$ cat src/rtl/game_sequencer.sv
// game_sequencer: phase controller for the VGA snake game.
// Debounces buttons, sequences title/countdown/play/pause/over, tracks high score.
module game_sequencer #(
    parameter int DEBOUNCE_FRAMES  = 2,
    parameter int COUNT_FRAMES     = 60,
    parameter int OVER_HOLD_FRAMES = 120,
    parameter int SCORE_BITS       = 8
) (
    input  logic                  clock_25,
    input  logic                  reset,
    input  logic                  frame_tik,
    input  logic                  game_tik,
    input  logic                  right_P,
    input  logic                  left_P,
    input  logic                  collision,
    input  logic [SCORE_BITS-1:0] score,
    output logic [2:0]            phase,
    output logic                  game_enable,
    output logic                  new_game,
    output logic                  game_tik_run,
    output logic                  right_cmd,
    output logic                  left_cmd,
    output logic [1:0]            countdown,
    output logic [SCORE_BITS-1:0] high_score
);

    localparam logic [2:0] TITLE     = 3'd0;
    localparam logic [2:0] COUNTDOWN = 3'd1;
    localparam logic [2:0] PLAY      = 3'd2;
    localparam logic [2:0] PAUSE     = 3'd3;
    localparam logic [2:0] OVER      = 3'd4;

    localparam int DW = $clog2(DEBOUNCE_FRAMES + 1);
    localparam int CW = $clog2(COUNT_FRAMES + 1);
    localparam int HW = $clog2(OVER_HOLD_FRAMES + 1);

    localparam logic [DW-1:0] DMAX = DW'(DEBOUNCE_FRAMES - 1);
    localparam logic [CW-1:0] CMAX = CW'(COUNT_FRAMES - 1);
    localparam logic [HW-1:0] HMAX = HW'(OVER_HOLD_FRAMES);

    // index 0 = right, index 1 = left
    logic [1:0]    raw;
    logic [1:0]    sync1;
    logic [1:0]    sync2;
    logic [1:0]    db;
    logic [1:0]    db_q;
    logic [DW-1:0] dcnt [2];
    logic [1:0]    press;
    logic          any_press;

    logic [2:0]    state;
    logic [CW-1:0] fcnt;
    logic [HW-1:0] hcnt;
    logic          released;

    assign raw       = {left_P, right_P};
    assign press     = db & ~db_q;
    assign any_press = |press;
    assign phase     = state;

    // Synchronize and debounce both buttons on frame_tik samples
    always_ff @(posedge clock_25 or negedge reset) begin
        if (!reset) begin
            sync1 <= '0;
            sync2 <= '0;
            db    <= '0;
            db_q  <= '0;
            for (int i = 0; i < 2; i++) dcnt[i] <= '0;
        end else begin
            sync1 <= raw;
            sync2 <= sync1;
            db_q  <= db;
            if (frame_tik) begin
                for (int i = 0; i < 2; i++) begin
                    if (sync2[i] != db[i]) begin
                        if (dcnt[i] == DMAX) begin
                            db[i]   <= ~db[i];
                            dcnt[i] <= '0;
                        end else begin
                            dcnt[i] <= dcnt[i] + 1'b1;
                        end
                    end else begin
                        dcnt[i] <= '0;
                    end
                end
            end
        end
    end

    // Phase sequencing, gated commands and high score tracking
    always_ff @(posedge clock_25 or negedge reset) begin
        if (!reset) begin
            state        <= TITLE;
            game_enable  <= 1'b0;
            new_game     <= 1'b0;
            game_tik_run <= 1'b0;
            right_cmd    <= 1'b0;
            left_cmd     <= 1'b0;
            countdown    <= 2'd0;
            high_score   <= '0;
            fcnt         <= '0;
            hcnt         <= '0;
            released     <= 1'b0;
        end else begin
            new_game     <= 1'b0;
            right_cmd    <= 1'b0;
            left_cmd     <= 1'b0;
            game_tik_run <= game_tik && (state == PLAY);
            case (state)
                TITLE: begin
                    if (any_press) begin
                        state       <= COUNTDOWN;
                        game_enable <= 1'b1;
                        new_game    <= 1'b1;
                        countdown   <= 2'd3;
                        fcnt        <= '0;
                    end
                end
                COUNTDOWN: begin
                    if (frame_tik) begin
                        if (fcnt == CMAX) begin
                            fcnt <= '0;
                            if (countdown <= 2'd1) begin
                                state     <= PLAY;
                                countdown <= 2'd0;
                            end else begin
                                countdown <= countdown - 2'd1;
                            end
                        end else begin
                            fcnt <= fcnt + 1'b1;
                        end
                    end
                end
                PLAY: begin
                    if (collision) begin
                        state       <= OVER;
                        game_enable <= 1'b0;
                        hcnt        <= '0;
                        if (score > high_score) high_score <= score;
                    end else if (frame_tik && (&db)) begin
                        state    <= PAUSE;
                        released <= 1'b0;
                    end else begin
                        right_cmd <= press[0];
                        left_cmd  <= press[1];
                    end
                end
                PAUSE: begin
                    if (released && any_press) begin
                        state <= PLAY;
                    end else if (~|db) begin
                        released <= 1'b1;
                    end
                end
                OVER: begin
                    if (frame_tik && (hcnt != HMAX)) hcnt <= hcnt + 1'b1;
                    if ((hcnt == HMAX) && any_press) state <= TITLE;
                end
                default: begin
                    state       <= TITLE;
                    game_enable <= 1'b0;
                    countdown   <= 2'd0;
                end
            endcase
        end
    end

endmodule

$ cat config.mk
export PLATFORM = sky130hd
export DESIGN_NAME = game_sequencer
export DESIGN_NICKNAME = d
export VERILOG_FILES = /design/src/rtl/game_sequencer.sv
export SDC_FILE = /design/constraint.sdc
export NUM_CORES = 1
export LEC_CHECK = 0
export CAP_MARGIN = 20
export CORE_MARGIN = 4
export CORE_UTILIZATION = 54
export CTS_CLUSTER_SIZE = 8
export DETAILED_ROUTE_END_ITERATION = 8
export GPL_ROUTABILITY_DRIVEN = 0
export PLACE_DENSITY_LB_ADDON = 0.15
export SLEW_MARGIN = 20
export SYNTH_ARGS = -nofsm -noshare
export SYNTH_HDL_FRONTEND = slang
export SYNTH_SLANG_ARGS = --single-unit
$ cat constraint.sdc
create_clock -name clock_25 -period 2.2 [get_ports clock_25]
set_clock_uncertainty 0.1 [all_clocks]
set_input_delay 0.44 -clock clock_25 [delete_from_list [all_inputs] [get_ports clock_25]]
set_output_delay 0.44 -clock clock_25 [all_outputs]
set_load 0.005 [all_outputs]
Word-level counts from Yosys, hierarchy flattened
Cells that the tools add are included.
{ "word_totals": {"ff_bits": 44, "out_inout_bits": 18} }
{ "op_classes": {"add_sub_neg": 5, "magnitude_cmp": 2, "n_eq_ne": 24, "n_mux": 41, "n_bitwise": 6, "reduce_logical": 23} }
{ "op_table": {"columns": ["op", "count"], "rows": [
  ["$mux W3", 8],
  ["$ne A2 B2 Y1 const B", 11],
  ["$mux W6", 3],
  ["$reduce_and A3 Y1", 6],
  ["$mux W2", 8],
  ["$pmux W3 S5", 1],
  ["$mux W1", 14],
  ["$mux W7", 2],
  ["$pmux W7 S2", 1],
  ["$pmux W6 S2", 1],
  ["$gt A8 B8 Y1", 1],
  ["$add A7 B1 Y7 const B", 1],
  ["$eq A7 B7 Y1 const B", 1],
  ["$ne A7 B7 Y1 const B", 1],
  ["$reduce_and A7 Y1", 1],
  ["$add A6 B1 Y6 const B", 1],
  ["$eq A3 B2 Y1 const B", 2],
  ["$eq A6 B6 Y1 const B", 1],
  ["$pmux W2 S3", 1],
  ["$reduce_bool A2 Y1", 3],
  ["$reduce_or A3 Y1", 2],
  ["$logic_and A1 B1 Y1", 5],
  ["$reduce_and A5 Y1", 1],
  ["$add A2 B1 Y2 const B", 2],
  ["other kinds (17)", 23]
]} }

Longest topological paths before layout
Gate-level depths: netlist of the first run.
{ "logic_depth": {"word_depth": 6, "mapped_depth": 7} }

Worst setup path after synthesis of the first run
No wires, ideal clock.
{ "synth_timing": {"path_type": "input to register", "start": "input port score[7]", "end": "register high_score[0]", "setup_time_ps": 125, "arrival_time_ps": 1661, "t_required_ps": 1975, "setup_slack_ps": 314, "path_stages": 6, "n_path_buf": 0, "cell_sequence": "ha_1 nand2_1 o21a_1 a211oi_4 nand2_4 mux2_4"} }
{ "synth_between": {"elab_chain_len": 2} }
{ "synth_lines": {"columns": ["item", "line_no", "source"], "rows": [
  ["start, declared", "16", "input logic [SCORE_BITS-1:0] score,"],
  ["$gt A8 B8 Y1", "139", "if (score > high_score) high_score <= score;"],
  ["$reduce_and A3 Y1 (no source line)", null, null],
  ["end signal, assigned", "139", null],
  ["end, declared", "24", "output logic [SCORE_BITS-1:0] high_score"]
]} }
No other way between the ends.
A chain may end at the register's enable or synchronous reset.

Final worst setup path of the first run
{ "layout_timing": {"start": "input port score[6]", "end": "register high_score[1]"} }
The elaborated chain is that of the path after synthesis.

==> results of run 1 <==
-- cells by family (layout without fill, tap and decap cells) --
logic type / after synthesis / after routing / synth area share, %
and+or+nand+nor: 77 / 77 / 18.53
AOI/OAI and AO/OA: 46 / 46 / 13.36
DFF: 44 / 44 / 49.41
buffers and inverters: 18 / 59 / 3.201
muxes: 13 / 13 / 7.749
adders and majority gates: 11 / 11 / 6.176
xor gates and xnor gates: 4 / 4 / 1.572
-- sequential cells by signal, summed over array words and instances (netlist names), 2 cells and up --
signal,flops
dcnt,4
db,2
high_score,8
db_q,2
sync2,2
fcnt,6
hcnt,7
countdown,2
phase,3
sync1,2
-- worst max path at each step --
stage                         end  cells after the start
floorplan           high_score[0]                      6
global placement    high_score[1]                      7
detailed placement  high_score[7]                      7
CTS                 high_score[5]                      7
global route        high_score[1]                      7
finish              high_score[1]                      7
-- where the power goes --
| group | total (mW) | internal (mW) | switching [mW] |
|---|---|---|---|
| Combinational | 0.317 | 0.161 | 0.156 |
| Sequential | 1.01 | 0.909 | 0.106 |
| Clock | 0.577 | 0.326 | 0.251 |
| Total | 1.91 | 1.40 | 0.513 |
-- stage by stage --
stage / power, mW / setup TNS, ps / cells / cell area, um2 / utilization [%]
after detailed placement: 1.347 / -2017 / 298 / 2640 / 66.00
after global routing: 2.030 / 0 / 304 / 2775 / 69.38
after floorplan: 1.225 / 0 / 213 / 2228 / -
after global placement: 1.331 / -1454 / 298 / 2640 / 66.00
after CTS: 1.929 / 0 / 304 / 2739 / 68.47
final: 1.909 / 0 / 304 / 2775 / 69.38
-- metal layers --
layer  track usage [%]  share of wire [%]  vias to the layer above
met5                 0                  0                        -
li1                  -                  -                      828
met1             24.23                 47                      799
met4             5.219                2.0                        0
met3             4.155                4.1                        8
met2             28.31                 47                       36
-- final cells by class --
class	count	area share, %
multi-input combinational	151	39.18
clock buffer	5	2.480
inverter	14	1.894
sequential	44	39.68
timing repair buffer	39	13.44
clock inverter	1	1.082
tap	50	2.254
-- placed cells by master, fill, tap and decap left out, drive strengths merged, types with 2 or more instances in the layout --
cell,Yosys,layout
dfrtp,44,44
clkdlybuf4s50,0,29
o21ai,21,21
nand2,20,20
nand3,15,15
nor2,15,15
inv,14,14
ha,11,11
mux2,10,10
buf,0,8
nand2b,7,7
a21oi,5,5
o211ai,5,5
o31ai,5,5
clkbuf,4,5
nor2b,4,4
and2,4,4
nand3b,3,3
a21boi,3,3
xor2,3,3
mux2i,3,3
nand4,2,2
and3,2,2
dlymetal6s2s,0,2
nor3b,2,2
-- worst max-delay path: cells and delay by family --
family	cells	cell delay (ps)
AO/OA/AOI/OAI	2	510
adder cells (fa/ha/maj)	1	310
buffers and inverters	1	440
multiplexers	1	330
AND/OR/NAND/NOR	2	220
-- repair_timing --
item                                    4_1_cts  5_1_grt
endpoints found under the hold margin         0        0
gates resized for setup                       0        6
endpoints found under the setup margin        0        8
==> key figures, run 1 <==
Outcome
  – Run status: finished, final reports clean

Synth
  – Synth top cells by count: sky130_fd_sc_hd__dfrtp_1, sky130_fd_sc_hd__o21ai_0, sky130_fd_sc_hd__nand2_1
  – Asr flop ratio synth: 100.0%
  – Number of flip-flops and latches in the synthesized netlist: 44
  – Cell type with the largest total area after synthesis: sky130_fd_sc_hd__dfrtp_1
  – Syn_nets: 239
  – Number of library cell types mapped by synthesis: 40
  – Post-synth EDFFs: 0
  – Yosys warnings: 0
  – Post-synth design cell area: 2228 um2
  – Cell count after synthesis: 213
  – Proportion of synthesized chip area in sequential cells: 49.41%
  – Largest cells by area after synthesis: sky130_fd_sc_hd__dfrtp_1, sky130_fd_sc_hd__ha_1, sky130_fd_sc_hd__mux2_4
  – Top_reg_cell synth: sky130_fd_sc_hd__dfrtp_1
  – Share of the synthesized area in the top cell type: 49.41%
  – Most numerous cell in the Yosys netlist: sky130_fd_sc_hd__dfrtp_1
  – Syn_area_per_cell: 10.46 um2

Routing
  – Post-route DRC violation count: 0
  – Number of vias per cell after detailed routing: 5.497
  – Total wire length: 4283 um
  – First-pass iteration count of the detailed router: 4
  – Number of routed nets with antenna violations: 0
  – Mean routed wirelength per cell: 14.09 um
  – Total vias in the final route: 1671
  – Initial detailed-routing violation count: 100

Global routing
  – Global-route wire length before repair: 7224 um
  – Via count of the first global-routing pass: 1563
  – Final global-route overflow total: 0
  – Pin count of the biggest net entering global routing: 45
  – Global router's overall resource usage: 17.76%
  – Antenna violations before repair: 0

CTS
  – Clock insertion delay at the later pin of the skew report: 290 ps
  – CTS tree: done
  – Sink Count: 44
  – Num CTS Buffers: 5
  – CTS Hold Bufs: 0
  – CTS H-tree depth: 2
  – Setup Buffers After CTS: 0
  – Clock transition at path regs: 80 ps
  – Bufs on Longest Clock Path: 2
  – Root buffer cell: sky130_fd_sc_hd__clkbuf_8

Timing
  – Time the worst path needs with I/O delays and setup: 2157 ps
  – Worst hold margin: 120.9 ps
  – Fin. Hold Viols: 0
  – Final setup violation count: 0
  – Max Freq: 0.4637 GHz
  – Pins over their slew limit: 0
  – RSZ-0062 raised after global routing: false
  – Post-route setup slack: 43.45 ps
  – Worst slew pin tran: 547.8 ps
  – Final worst path period share: 98.03%
  – Worst slew slack as a fraction of its limit: 63.48%

Critical path
  – Slack of the worst reg-to-reg path: 190 ps
  – Startpoint Class: input port
  – Kind of end point of the critical path: flip-flop
  – Origin of the worst setup path: score[6]
  – Data required, critical path: 2280 ps
  – Critical path peak fanout: 8
  – Critical Path, Cell by Cell: clkdlybuf4s50_1 > ha_1 > nand2_1 > o21a_2 > a211oi_4 > nand2_4 > mux2_4
  – Classification of the worst setup path: in -> reg
  – Slowest Stage Delay on Critical Path: 440 ps
  – Signal arrival time at the worst endpoint: 2240 ps
  – Worst-case reg-to-reg path depth: 7
  – Critical R2R Launch: high_score[5]
  – Terminus of the critical flop-to-flop path: high_score[1]
  – Critical-path cell with the highest stage delay: sky130_fd_sc_hd__clkdlybuf4s50_1

Floorplan
  – Standard-cell row count: 23
  – I/O Pins: 33
  – Core area: 4000 um2
  – Height of the die: 72.24 um
  – Starting utilization of the core area: 55.71%
  – Horizontal die dimension: 72.24 um
  – DIE AREA: 5219 um2

Final layout
  – Area taken by flip-flops and latches: 1101 um2
  – Filler Cells Inserted: 322
  – Multi-input gate area: 1087 um2
  – Total Nets Final: 281
  – Final antenna diode count: 0
  – Synth-to-layout area growth: 24.54%
  – Layout cell share with drive strength beyond 1: 13.39%

Power
  – Ratio of total power to cell area: 687.9 nW/um2
  – Peak supply drop: 387.3 uV
  – Reported leakage power: 1.254 nW

Hold path
  – Worst min path class: in -> async

Place
  – Count of port buffers added during placement: 32
  – Half-perimeter wire length after detailed placement: 3048 um
  – Worst-case setup slack after placement: -254.3 ps

Run
  – MaxCap Viol Count: 0
Note: power is estimated with default switching activity, not from simulation.
==> run 2, diff against run 1 <==
- CORE_ASPECT_RATIO: default -> 0.6
==> run 2 against run 1 <==
Die area is 0.64% higher. Sequential share of layout area is 0.48 points lower. Flip-flop and latch count stayed put. Largest cell class unchanged. Maximum frequency is 1.7% higher. First-iteration DRC count is 6.0% higher. Non-clock buffer count stayed put. Combinational power is 3% higher. Critical path type unchanged. Core utilization is 4.4 points higher. Global-route usage is 0.56 points higher. Final cell count is 0.33% lower. Routed wire length is 7.4% higher.
==> key figures, run 2 (synthesis gave the netlist of run 1 again) <==
Outcome
  – Run status: finished, final reports clean

Timing
  – Pins over their slew limit: 0 (unchanged)
  – Final worst path period share: 96.43% (-1.6 points)
  – Time the worst path needs with I/O delays and setup: 2121 ps (-35.10 ps)
  – Final setup violation count: 0 (unchanged)
  – RSZ-0062 raised after global routing: false
  – Max Freq: 0.4714 GHz (+1.7%)
  – Fin. Hold Viols: 0 (unchanged)
  – Worst hold margin: 99.08 ps (-21.81 ps)
  – Worst slew slack as a fraction of its limit: 64.09% (+0.62 points)
  – Worst slew pin tran: 538.6 ps (-9.238 ps)
  – Post-route setup slack: 78.55 ps (+35.10 ps)

Global routing
  – Pin count of the biggest net entering global routing: 45 (unchanged)
  – Global-route wire length before repair: 7590 um (+5.1%)
  – Final global-route overflow total: 0 (unchanged)
  – Via count of the first global-routing pass: 1586 (+1.5%)
  – Global router's overall resource usage: 18.32% (+0.56 points)
  – Antenna violations before repair: 0 (unchanged)

Routing
  – Post-route DRC violation count: 0 (unchanged)
  – Number of routed nets with antenna violations: 0 (unchanged)
  – Initial detailed-routing violation count: 106 (+6.0%)
  – First-pass iteration count of the detailed router: 4 (unchanged)
  – Total vias in the final route: 1671 (unchanged)
  – Number of vias per cell after detailed routing: 5.515 (+0.33%)
  – Total wire length: 4599 um (+7.4%)
  – Mean routed wirelength per cell: 15.18 um (+7.7%)

Run
  – MaxCap Viol Count: 0 (unchanged)

CTS
  – CTS tree: done
  – Root buffer cell: sky130_fd_sc_hd__clkbuf_8
  – Num CTS Buffers: 5 (unchanged)
  – Clock transition at path regs: 90 ps (about the same)
  – Clock insertion delay at the later pin of the skew report: 300 ps (about the same)
  – Bufs on Longest Clock Path: 2 (unchanged)
  – Setup Buffers After CTS: 0 (unchanged)
  – CTS H-tree depth: 2 (unchanged)
  – CTS Hold Bufs: 0 (unchanged)
  – Sink Count: 44 (unchanged)

Final layout
  – Number of flip-flops under the largest register name: 8 (unchanged)
  – Layout cell share with drive strength beyond 1: 14.45% (+1.1 points)
  – Synth-to-layout area growth: 26.05%
  – Most common cell after layout, fill and taps aside: sky130_fd_sc_hd__dfrtp_1
  – Register with the most flip-flops: high_score
  – Final antenna diode count: 0 (unchanged)
  – Most used cells in the layout excluding fill and tap cells: sky130_fd_sc_hd__dfrtp_1, sky130_fd_sc_hd__clkdlybuf4s50_1, sky130_fd_sc_hd__o21ai_0
  – Total Nets Final: 281 (unchanged)
  – Post-layout instance area: 2809 um2 (+1.2%)
  – Largest regs: high_score: 8 flops, hcnt: 7 flops, fcnt: 6 flops

Critical path
  – Critical R2R Launch: high_score[7]
  – Critical path peak fanout: 8 (unchanged)
  – Critical-path cell with the highest stage delay: sky130_fd_sc_hd__clkdlybuf4s50_1
  – Signal arrival time at the worst endpoint: 2200 ps (-40 ps)
  – Origin of the worst setup path: score[1]
  – Last element of the critical path: high_score[2]
  – Startpoint Class: input port
  – Slack of the worst reg-to-reg path: 150 ps (-40 ps)
  – Worst-case reg-to-reg path depth: 7 (unchanged)
  – Kind of end point of the critical path: flip-flop
  – Critical Path, Cell by Cell: clkdlybuf4s50_1 > ha_1 > nor2b_1 > o211ai_1 > nand3_2 > nand2_4 > mux2_4
  – Terminus of the critical flop-to-flop path: high_score[2]
  – Slowest Stage Delay on Critical Path: 420 ps (-20 ps)
  – Classification of the worst setup path: in -> reg
  – Data required, critical path: 2280 ps (about the same)

Floorplan
  – DIE AREA: 5252 um2 (+0.64%)
  – I/O Pins: 33 (unchanged)
  – Horizontal die dimension: 90.93 um (+26%)
  – Height of the die: 57.76 um (-20%)
  – Standard-cell row count: 17 (-26%)
  – Starting utilization of the core area: 58.53% (+2.8 points)
  – Core area: 3807 um2 (-4.8%)

Place
  – Half-perimeter wire length after detailed placement: 3238 um (+6.2%)
  – Cell area after placement: 2636 um2 (-0.14%)
  – Count of port buffers added during placement: 32 (unchanged)
  – Worst-case setup slack after placement: -291.6 ps (-37.27 ps)

Power
  – Peak supply drop: 624.8 uV (+61%)
  – Ratio of total power to cell area: 708.5 nW/um2 (+3.0%)
  – Reported leakage power: 1.275 nW (+1.7%)

Hold path
  – Worst min path class: in -> async
==> run 2: worst max-delay path: cells and delay by family <==
kind	cells	cell delay (ps)
AO/OA/AOI/OAI	1	240
multiplexers	1	320
adder cells (fa/ha/maj)	1	310
buffers and inverters	1	420
AND/OR/NAND/NOR	3	470
==> run 2: worst min-delay path by stage <==
stage / endpoint / slack [ps] / cells past startpoint
6_report: high_score[7] / 100 / 2
3_3_place_gp: sync2[0] / 230 / 0
3_5_place_dp: sync2[0] / 230 / 0
2_1_floorplan: countdown[0] / 40 / 0
4_1_cts: high_score[7] / 120 / 2
5_1_grt: db[0] / 150 / 2
==> run 2: through the flow <==
step / setup TNS, ps / instances / utilization [%] / total power, mW
finish: 0 / 303 / 73.78 / 1.990
global route: 0 / 303 / 73.78 / 2.094
CTS: 0 / 303 / 72.43 / 2.005
detailed placement: -2273 / 295 / 69.24 / 1.347
global placement: -1767 / 295 / 69.24 / 1.333
floorplan: 0 / 213 / - / 1.225
==> run 2: layout make-up <==
cell class	count	area, um2
flip-flops and latches	44	1101
multi-input cells	151	1100
fillers	268	998.5
repair buffers	39	375.4
clock buffers	6	82.58
well taps	47	58.81
inverters	14	52.55
clock inverters	2	38.79
==> run 2: layer usage <==
layer	vias up	track usage, %	share of wire, %
li1	830	-	-
met4	0	5.150	1.4
met2	54	23.33	40
met5	-	0	0
met1	781	29.84	53
met3	6	4.669	5.6
==> run 2: report_power, final <==
part           internal (mW)  switching (mW)
clock                  0.371           0.277
combinational          0.161           0.164
sequential             0.909           0.107
total                   1.44           0.549
==> run 2: what timing repair did <==
item                                   in CTS  in global routing
resized for setup                           0                  8
endpoints found under the hold margin       0                  0
setup endpoints to repair                   0                  8
